==> src/rtl/pipeline_pkg.sv <==
// Shared pipeline types and defaults for the MIPS five-stage pipeline.
package pipeline_pkg;

  typedef logic [31:0] word_t;

  // PC value after reset and the bubble instruction (sll $0,$0,0).
  localparam word_t RESET_PC  = 32'h0000_0000;
  localparam word_t NOP_INSTR = 32'h0000_0000;

  // Fetch FSM: START idles one cycle after reset, FETCH has a request for pc
  // outstanding, KILL drains an access that a redirect made wrong-path.
  typedef enum logic [1:0] {
    START = 2'd0,
    FETCH = 2'd1,
    KILL  = 2'd2
  } if_state_t;

  // Sequential successor of a word address; wraps modulo 2^32.
  function automatic word_t nextSeqPc(input word_t pc);
    return pc + 32'd4;
  endfunction

endpackage

==> src/rtl/if_id_reg.sv <==
// IF/ID pipeline register with hold, load and flush-to-bubble controls.
// Priority: flush > hold > load > bubble. A bubble keeps pc4 and marks the
// slot invalid with a NOP in the instruction field.
module if_id_reg
  import pipeline_pkg::*;
(
  input  logic        clk,
  input  logic        rst,
  input  logic        hold,
  input  logic        load,
  input  logic        flush,
  input  logic [31:0] pc4Next,
  input  logic [31:0] instrNext,
  output logic [31:0] pc4,
  output logic [31:0] instr,
  output logic        valid
);

  // Register update: flush wins, stall freezes, otherwise load or insert a bubble.
  always_ff @(posedge clk or negedge rst) begin
    if (!rst) begin
      pc4   <= 32'h0;
      instr <= NOP_INSTR;
      valid <= 1'b0;
    end else if (flush) begin
      instr <= NOP_INSTR;
      valid <= 1'b0;
    end else if (!hold) begin
      if (load) begin
        pc4   <= pc4Next;
        instr <= instrNext;
        valid <= 1'b1;
      end else begin
        instr <= NOP_INSTR;
        valid <= 1'b0;
      end
    end
  end

endmodule

==> src/rtl/if_stage.sv <==
// Instruction-fetch stage: owns the PC, drives the instruction-memory request
// port and loads the IF/ID register. Redirect priority is epc_ctrl, then
// stall, then jump/branch, then sequential PC+4.
// Optional build macro DEBUG_IF_EN adds debug_if_pc, debug_fetch_count and
// debug_squash_count outputs.
module if_stage
  import pipeline_pkg::*;
(
  input  logic        clk,
  input  logic        rst,
  input  logic        shouldStall,
  input  logic        shouldJumpOrBranch,
  input  logic [31:0] jumpOrBranchPc,
  input  logic        epc_ctrl,
  input  logic [31:0] jumpAddressExcept,
  input  logic        exceptClear,
  output logic        imem_req,
  output logic [31:0] imem_addr,
  input  logic        imem_ready,
  input  logic [31:0] imem_rdata,
  output logic [31:0] pc_4,
  output logic [31:0] instruction,
  output logic        if_valid,
  output logic        fetchWaiting
`ifdef DEBUG_IF_EN
  ,
  output logic [31:0] debug_if_pc,
  output logic [31:0] debug_fetch_count,
  output logic [31:0] debug_squash_count
`endif
);

  if_state_t stateReg, stateNext;
  word_t     pcReg, pcNext;
  word_t     pendPcReg, pendPcNext;
  word_t     seqPc;
  word_t     redirectPc;
  logic      redirect;
  logic      holdAll;
  logic      regHold, regLoad, regFlush;
  logic      squashWord;

  // A stall freezes everything unless an exception/eret overrides it; a
  // branch under stall is dropped because ID re-evaluates it next cycle.
  assign holdAll    = shouldStall & ~epc_ctrl;
  assign redirect   = epc_ctrl | (shouldJumpOrBranch & ~shouldStall);
  assign redirectPc = epc_ctrl ? jumpAddressExcept : jumpOrBranchPc;
  assign seqPc      = nextSeqPc(pcReg);

  // In KILL the pc still holds the abandoned address, so the bus stays stable.
  assign imem_req     = (stateReg != START);
  assign imem_addr    = pcReg;
  assign fetchWaiting = imem_req & ~imem_ready;

  // Next-state, PC and IF/ID control decode.
  always_comb begin
    stateNext  = stateReg;
    pcNext     = pcReg;
    pendPcNext = pendPcReg;
    regHold    = 1'b0;
    regLoad    = 1'b0;
    regFlush   = exceptClear;
    squashWord = 1'b0;
    case (stateReg)
      START: stateNext = FETCH;
      FETCH: begin
        if (redirect) begin
          if (imem_ready) begin
            pcNext     = redirectPc;
            squashWord = 1'b1;
          end else begin
            stateNext  = KILL;
            pendPcNext = redirectPc;
          end
        end else if (holdAll) begin
          regHold = 1'b1;
        end else if (imem_ready) begin
          pcNext     = seqPc;
          regLoad    = 1'b1;
          squashWord = exceptClear;
        end
      end
      KILL: begin
        if (redirect) begin
          pendPcNext = redirectPc;
          if (imem_ready) begin
            stateNext  = FETCH;
            pcNext     = redirectPc;
            squashWord = 1'b1;
          end
        end else if (holdAll) begin
          regHold = 1'b1;
        end else if (imem_ready) begin
          stateNext  = FETCH;
          pcNext     = pendPcReg;
          squashWord = 1'b1;
        end
      end
      default: stateNext = START;
    endcase
  end

  // FSM, PC and pending-target registers.
  always_ff @(posedge clk or negedge rst) begin
    if (!rst) begin
      stateReg  <= START;
      pcReg     <= RESET_PC;
      pendPcReg <= 32'h0;
    end else begin
      stateReg  <= stateNext;
      pcReg     <= pcNext;
      pendPcReg <= pendPcNext;
    end
  end

  if_id_reg u_if_id_reg (
    .clk       (clk),
    .rst       (rst),
    .hold      (regHold),
    .load      (regLoad),
    .flush     (regFlush),
    .pc4Next   (seqPc),
    .instrNext (imem_rdata),
    .pc4       (pc_4),
    .instr     (instruction),
    .valid     (if_valid)
  );

`ifdef DEBUG_IF_EN
  word_t fetchCountReg, squashCountReg;

  // Count words latched valid and words discarded as wrong-path or killed.
  always_ff @(posedge clk or negedge rst) begin
    if (!rst) begin
      fetchCountReg  <= 32'h0;
      squashCountReg <= 32'h0;
    end else begin
      if (regLoad & ~regFlush) fetchCountReg <= fetchCountReg + 32'd1;
      if (squashWord) squashCountReg <= squashCountReg + 32'd1;
    end
  end

  assign debug_if_pc        = pcReg;
  assign debug_fetch_count  = fetchCountReg;
  assign debug_squash_count = squashCountReg;
`endif

endmodule

==> config.mk <==
export PLATFORM = sky130hd
export DESIGN_NAME = if_stage
export DESIGN_NICKNAME = d
export VERILOG_FILES = /design/src/rtl/pipeline_pkg.sv /design/src/rtl/if_id_reg.sv /design/src/rtl/if_stage.sv
export SDC_FILE = /design/constraint.sdc
export NUM_CORES = 1
export LEC_CHECK = 0
export ABC_CLOCK_PERIOD_IN_PS = 2520
export CAP_MARGIN = 10
export CORE_ASPECT_RATIO = 0.75
export CORE_MARGIN = 3
export CORE_UTILIZATION = 48
export DETAILED_ROUTE_END_ITERATION = 6
export PLACE_DENSITY = 0.92
export SLEW_MARGIN = 20
export SYNTH_ARGS = -nofsm -noshare
export SYNTH_HDL_FRONTEND = slang
export SYNTH_SLANG_ARGS = --single-unit
==> constraint.sdc <==
create_clock -name clk -period 2.52 [get_ports clk]
set_input_delay 0.504 -clock clk [delete_from_list [all_inputs] [get_ports clk]]
set_output_delay 0.504 -clock clk [all_outputs]
set_load 0.05 [all_outputs]
==> flow_metrics.py, run 1 <==
metrics = {
    "status": {
        "result_of_the_run": "finished with violations",
        "violations": "design-rule violations",
    },
    "critical_path": {
        "critical_path.max_fanout": 8,
        "required_ns": 2.82,
        "endpoint_kind": "register",
        "critPathLaunchType": "register",
        "r2r_slack_ns": 0.07,
        "arr_time_crit_path_ns": 2.76,
        "setup.worst_path.class": "register to register",
    },
    "finish": {
        "final.fill_count": 982,
        "multi_input_comb_area_mm2": 0.003304,
        "n_antenna_cell": 0,
        "layout.nets": 1018,
        "drive_above_1_share_pct": 11.59,
        "postLayoutCellArea_mm2": 0.009923,
        "cell_count_final_fillers_out": 1118,
        "area.growth.synth_to_final_pct": 43.24,
        "ff_latch_area_mm2": 0.003278,
    },
    "clock_network": {
        "clock_sinks": 131,
        "tritoncts.num_buffers": 17,
        "ctsLongestPathBuffers": 2,
        "ctsHtreeMaxLevel": 4,
        "post-cts-setup-buffers": 0,
        "cts.root.buffer_cell": "sky130_fd_sc_hd__clkbuf_16",
        "cts.repair.resized": 1,
        "hold_buffers": 0,
        "cts_tree": "yes",
        "reg_clk_slew_reported_paths_ns": 0.06,
        "worstSkewPairLatency_ns": 0.42,
    },
    "synthesis": {
        "yosys.area_share.xor_xnor_pct": 3.540,
        "synth_top_cells_by_count": "sky130_fd_sc_hd__dfrtp_1 (131), sky130_fd_sc_hd__nor2_1 (60), sky130_fd_sc_hd__nand2_1 (56), sky130_fd_sc_hd__a22o_1 (52), sky130_fd_sc_hd__o21ai_0 (51)",
        "synth.lib_cells_used.distinct": 67,
        "synth_flop_cell": "sky130_fd_sc_hd__dfrtp_1",
        "synth.avg_cell_area_um2": 9.799,
        "synth-seq-area-share_pct": 47.32,
        "yosys.cell_count.top_type": "sky130_fd_sc_hd__dfrtp_1",
        "post_synthesis_compound_gate_area_fraction_pct": 23.03,
        "post_synth_instance_area_mm2": 0.006928,
        "synth_largest_area_cell": "sky130_fd_sc_hd__dfrtp_1",
        "synth_top_family_by_area": "compound AO/OA/AOI/OAI gates",
        "synth-simple-area-share_pct": 14.39,
        "yosys-mux-area-fraction_pct": 5.797,
        "synth_enable_flop_cells": 0,
        "synth_fa_ha_area_share_pct": 0.7224,
        "yosys_warnings": 0,
        "ys_seq_elements": 131,
        "mappedNetlistNets": 814,
        "syn_inst": 707,
        "async_s_r_ff_share_synth_pct": 100.0,
        "yosys-top-cells-area": "sky130_fd_sc_hd__dfrtp_1 (47%), sky130_fd_sc_hd__a22o_1 (6.6%), sky130_fd_sc_hd__mux2i_1 (4.3%)",
        "synth_top_cell_area_share_pct": 47.32,
    },
    "pwr": {
        "p_seq_share_pct": 29.9,
        "power.net_switching_w": 0.005988,
        "leakagePower_nw": 4.196,
        "cellPowerDensity_mw_per_mm2": 1287,
        "p_clk_share_pct": 19.2,
        "max-vdd-ir-drop_uv": 685.6,
        "power_frac_comb_pct": 50.9,
        "power.switching_fraction_pct": 46.88,
        "internal_power_w": 0.006786,
    },
    "route": {
        "vias": 6813,
        "viasPerCell": 6.094,
        "pre_antenna_drt_iters": 7,
        "routedWlPerCell_um": 20.33,
        "violation_count_after_the_first_detailed_routing_iteration": 880,
        "antenna_violating_nets_left": 0,
        "finalWirelength_um": 22730,
        "drcViolationCount": 5,
    },
    "place": {
        "dp_slack_ns": -0.0004716,
        "dp.final_hpwl_um": 16460,
        "place_congestion": 0.9852,
        "place.port_buffers": 201,
        "placed_area_mm2": 0.009339,
        "dp_cells": 1087,
    },
    "floorplanning": {
        "floorplan.die_area_mm2": 0.01593,
        "core_region_area_mm2": 0.01393,
        "fp.dieH_um": 110.0,
        "pin_count": 202,
        "initial_utilization_pct": 49.72,
        "fp.dieW_um": 144.7,
        "rows": 37,
    },
    "global_routing": {
        "grt_pass1_wl_um": 35800,
        "groute.usage.overall_pct": 29.14,
        "antenna_violations_before_repair": 0,
        "grt_max_degree": 55,
        "grt_overflow_total": 0,
        "grt_pass1_vias": 6639,
    },
    "hold_path": {
        "hp-class": "input port to asynchronous set/reset pin",
    },
    "sta": {
        "worstMarginPinSlew_ns": 0.7706,
        "post-route-worst-setup-slack_ns": 0.06579,
        "layout_worst_path_cycle_share_pct": 97.39,
        "worst_hold_slack_ns": 0.01163,
        "finalMaxSlewViolations": 0,
        "setup_violations": 0,
        "fin_skew_ns": 0.009324,
        "period_minus_slack_ns": 2.454,
        "max_clock_freq_mhz": 407.5,
        "worst_slew_margin_relative_to_its_limit_pct": 48.23,
        "grt_setup_unrepaired": "false",
        "final_hold_viol_count": 0,
    },
    "run": {
        "drv_cap": 0,
    },
}
[placed cells by master, fill, tap and decap left out, types with 18 or more instances in the layout]
cell and n:
sky130_fd_sc_hd__a21oi_1 47, sky130_fd_sc_hd__a22o_1 52, sky130_fd_sc_hd__buf_4 37, sky130_fd_sc_hd__clkdlybuf4s50_1 197
sky130_fd_sc_hd__dfrtp_1 131, sky130_fd_sc_hd__inv_1 18, sky130_fd_sc_hd__mux2i_1 30, sky130_fd_sc_hd__nand2_1 56
sky130_fd_sc_hd__nor2_1 60, sky130_fd_sc_hd__o21ai_0 51, sky130_fd_sc_hd__xnor2_1 18
[sequential cells by signal, indices dropped and copies added, names as in the netlist]
register           flops
u_if_id_reg.valid      1
stateReg               2
pendPcReg             32
u_if_id_reg.instr     32
u_if_id_reg.pc4       32
imem_addr             32
[worst paths after layout]
kind | end | startpoint | cells past startpoint
min in group clk | pendPcReg[31] | pendPcReg[31] | 2
max in group asynchronous | u_if_id_reg.instr[28] | rst | 2
setup reg to reg | imem_addr[16] | imem_addr[2] | 6
hold reg to reg | pendPcReg[31] | pendPcReg[31] | 2
hold / removal | u_if_id_reg.pc4[0] | rst | 1
setup / recovery | imem_addr[16] | imem_addr[2] | 6
[worst max-delay path, cell delays in order, from the launching register on]
cell	delay [ns]
sky130_fd_sc_hd__dfrtp_1	0.52
sky130_fd_sc_hd__ha_1	0.26
sky130_fd_sc_hd__nand4_1	0.20
sky130_fd_sc_hd__or2_2	0.40
sky130_fd_sc_hd__nor3_1	0.55
sky130_fd_sc_hd__o21ai_0	0.25
sky130_fd_sc_hd__o2bb2ai_1	0.17
[logic make-up (layout without fill, tap and decap cells)]
family | count (synthesis) | count (layout)
AOI/OAI and AO/OA | 230 | 230
DFF | 131 | 131
and+or+nand+nor | 197 | 197
adders and majority gates | 4 | 4
muxes | 39 | 39
buffers and inverters | 78 | 294
xor gates and xnor gates | 28 | 28
[layer usage]
layer	track usage, %	wire, µm	up-vias
li1	-	-	3024
met1	40.26	9374	3241
met2	43.95	9990	472
met3	10.09	2801	76
met4	8.123	563	0
met5	0	0	-
[metrics by stage]
step | power [W] | TNS (ns) | util [%]
after floorplan | 0.007796 | 0 | -
after global placement | 0.009988 | 0 | 67.02
after detailed placement | 0.01017 | -0.0004716 | 67.02
after CTS | 0.01268 | 0 | 71.21
after global routing | 0.01335 | 0 | 71.21
final | 0.01277 | 0 | 71.21
[power by group through the flow]
stage | combinational (W) | sequential [W] | clock (W)
6_report | 0.00651 | 0.00382 | 0.00245
5_1_grt | 0.00688 | 0.00391 | 0.00256
4_1_cts | 0.00644 | 0.00377 | 0.00247
3_5_place_dp | 0.00638 | 0.00379 | 0
3_3_place_gp | 0.00623 | 0.00376 | 0
2_1_floorplan | 0.00258 | 0.00522 | 0
[area by class of cell]
| cell class | count | area share [%] |
|---|---|---|
| Sequential cell | 131 | 33.03 |
| Clock inverter | 11 | 1.299 |
| Clock buffer | 20 | 4.602 |
| Timing Repair Buffer | 245 | 24.62 |
| Multi-Input combinational cell | 498 | 33.30 |
| Tap cell | 195 | 2.459 |
| Inverter | 18 | 0.6809 |
Note: power is estimated with default switching activity, not from simulation.
==> run 2: changes to the inputs <==
--- a/config.mk
+++ b/config.mk
@@ -10,6 +10,7 @@
 export CORE_ASPECT_RATIO = 0.75
 export CORE_MARGIN = 3
 export CORE_UTILIZATION = 48
+export CTS_CLUSTER_SIZE = 16
 export DETAILED_ROUTE_END_ITERATION = 6
 export PLACE_DENSITY = 0.92
 export SLEW_MARGIN = 20
==> results of run 2 <==
The final DEF is identical to that of run 1; final timing and power are the same.
==> run 3: changes to the inputs <==
--- a/config.mk
+++ b/config.mk
@@ -5,14 +5,14 @@
 export SDC_FILE = /design/constraint.sdc
 export NUM_CORES = 1
 export LEC_CHECK = 0
-export ABC_CLOCK_PERIOD_IN_PS = 2520
+export ABC_CLOCK_PERIOD_IN_PS = 2120
 export CAP_MARGIN = 10
 export CORE_ASPECT_RATIO = 0.75
 export CORE_MARGIN = 3
-export CORE_UTILIZATION = 48
+export CORE_UTILIZATION = 43
 export CTS_CLUSTER_SIZE = 16
 export DETAILED_ROUTE_END_ITERATION = 6
-export PLACE_DENSITY = 0.92
+export PLACE_DENSITY = 0.88
 export SLEW_MARGIN = 20
 export SYNTH_ARGS = -nofsm -noshare
 export SYNTH_HDL_FRONTEND = slang
==> constraint.sdc (replaced) <==
create_clock -name clk -period 2.12 [get_ports clk]
set_input_delay 0.424 -clock clk [delete_from_list [all_inputs] [get_ports clk]]
set_output_delay 0.424 -clock clk [all_outputs]
set_load 0.05 [all_outputs]
==> flow_metrics.py, run 3 (synthesis gave the netlist of run 1 again) <==
metrics = {
    "status": {
        "result_of_the_run": "finished with violations",
        "violations": "negative setup slack",
    },
    "critical_path": {
        "cp_slowest_stage_delay_ns": 0.41,
        "critical_path.max_fanout": 5,
        "required_ns": 2.43,
        "arr_time_crit_path_ns": 2.48,
        "endpoint_kind": "register",
        "critPathLaunchType": "register",
        "cpLargestDelayFamily": "simple AND/OR/NAND/NOR gates",
        "worstSetupStartpoint": "imem_addr[2]",
        "setup.worst_path.class": "register to register",
        "rr_startpoint": "imem_addr[2]",
        "critPathBufInv": 1,
        "crit_path_top_delay_cell": "sky130_fd_sc_hd__dfrtp_2",
        "worstPathCellList": "ha_1 > nand4_1 > buf_4 > nor4_1 > xnor2_1 > o21ai_0 > a31o_2",
        "r2r_slack_ns": -0.05,
    },
    "pwr": {
        "power_frac_comb_pct": 53.5,
        "post-layout-total-power_w": 0.01539,
        "power.net_switching_w": 0.007331,
        "p_clk_share_pct": 18.6,
        "p_seq_share_pct": 27.9,
        "internal_power_w": 0.008056,
        "leakagePower_nw": 4.517,
        "max-vdd-ir-drop_uv": 1131,
        "cellPowerDensity_mw_per_mm2": 1491,
        "power.switching_fraction_pct": 47.65,
    },
    "finish": {
        "final.fill_count": 1176,
        "drive_above_1_share_pct": 20.37,
        "most_common_library_cell_in_the_layout_ignoring_fill_and_taps": "sky130_fd_sc_hd__clkdlybuf4s50_1",
        "layout.cells.most_common_list": "sky130_fd_sc_hd__clkdlybuf4s50_1 (166), sky130_fd_sc_hd__dfrtp_1 (124), sky130_fd_sc_hd__buf_4 (113)",
        "area.growth.synth_to_final_pct": 48.98,
        "n_antenna_cell": 0,
        "layout.nets": 1071,
    },
    "floorplanning": {
        "initial_utilization_pct": 44.65,
        "rows": 39,
        "core_region_area_mm2": 0.01552,
        "fp.dieH_um": 115.9,
        "floorplan.die_area_mm2": 0.01769,
        "fp.dieW_um": 152.6,
        "pin_count": 202,
    },
    "sta": {
        "worst_hold_slack_ns": 0.4376,
        "max_clock_freq_mhz": 461.9,
        "tns_ns": -0.04517,
        "post-route-worst-setup-slack_ns": -0.04517,
        "layout_worst_path_cycle_share_pct": 102.1,
        "setup_violations": 1,
        "grt_setup_unrepaired": "true",
        "period_minus_slack_ns": 2.165,
        "fin_skew_ns": 0.01018,
        "finalMaxSlewViolations": 0,
        "final_hold_viol_count": 0,
        "worst_slew_margin_relative_to_its_limit_pct": 62.14,
        "worstMarginPinSlew_ns": 0.5670,
    },
    "route": {
        "pre_antenna_drt_iters": 6,
        "drcViolationCount": 0,
        "viasPerCell": 5.750,
        "routedWlPerCell_um": 19.30,
        "wl_met1_um": 10080,
        "finalWirelength_um": 22820,
        "violation_count_after_the_first_detailed_routing_iteration": 744,
        "met2WireLength_um": 9999,
        "topRoutingLayerUsed": "met4",
        "dr_wl_met3_um": 2363,
        "antenna_violating_nets_left": 0,
        "vias": 6796,
    },
    "clock_network": {
        "ctsLongestPathBuffers": 2,
        "tritoncts.num_buffers": 17,
        "cts_tree": "yes",
        "cts.root.buffer_cell": "sky130_fd_sc_hd__clkbuf_16",
        "clock_sinks": 131,
        "worstSkewPairLatency_ns": 0.42,
        "reg_clk_slew_reported_paths_ns": 0.07,
        "ctsHtreeMaxLevel": 4,
    },
    "global_routing": {
        "grt_max_degree": 45,
        "grt_pass1_wl_um": 35940,
        "grt_overflow_total": 0,
        "antenna_violations_before_repair": 0,
        "groute.usage.overall_pct": 25.48,
        "grt_pass1_vias": 6580,
    },
    "place": {
        "place.port_buffers": 201,
        "dp.final_hpwl_um": 17110,
        "place_congestion": 0.9739,
    },
    "run": {
        "drv_cap": 0,
    },
    "hold_path": {
        "hp-class": "input port to asynchronous set/reset pin",
    },
}
[run 3: timing repair]
action,4_1_cts,5_1_grt
gates resized for setup,5,11
pin swaps,0,2
buffers inserted,0,3
hold buffers,1,0
endpoints found under the hold margin,19,0
setup endpoints to repair,5,13
[run 3: layout make-up]
cell class,instances,area (µm²),share of cell area [%]
Tap cell,205,256.5,2.485
Clock inverter,15,155.1,1.503
Inverter,18,67.56,0.6546
Clock buffer,17,425.4,4.122
Multi-Input combinational cell,498,3341,32.37
Timing Repair Buffer,298,2789,27.02
Sequential cell,131,3287,31.85
[run 3: final timing paths]
check / cells after the start / endpoint
min reg2reg: 2 / pendPcReg[16]
min in group clk: 2 / pendPcReg[16]
max: 7 / imem_addr[14]
max reg2reg: 7 / imem_addr[14]
max in group asynchronous: 3 / u_if_id_reg.instr[30]
min: 2 / u_if_id_reg.pc4[1]
[run 3: through the flow]
stage               worst slack (ns)  utilization [%]  cell area [µm²]  std cells
finish                      -0.04517            66.51            10320       1182
global route                -0.03876            66.51            10320       1182
CTS                        0.0003235            66.08            10250       1179
detailed placement           -0.2185            62.29             9666       1146
global placement             -0.2262            62.29             9666       1146
floorplan                  0.0002094                -             6937        707
[run 3: routing by layer]
| metal | vias to the layer above | GRT usage (%) |
|---|---|---|
| met5 | - | 0 |
| met4 | 0 | 6.172 |
| met3 | 33 | 7.092 |
| met2 | 380 | 38.09 |
| met1 | 3263 | 37.08 |
| li1 | 3120 | - |
[run 3: power by group through the flow]
stage | combinational, W | clock [W] | sequential [W]
after floorplan | 0.00307 | 0 | 0.00621
after global placement | 0.00790 | 0 | 0.00426
after detailed placement | 0.00804 | 0 | 0.00431
after CTS | 0.00811 | 0.00290 | 0.00427
after global routing | 0.00873 | 0.00301 | 0.00442
final | 0.00824 | 0.00286 | 0.00429
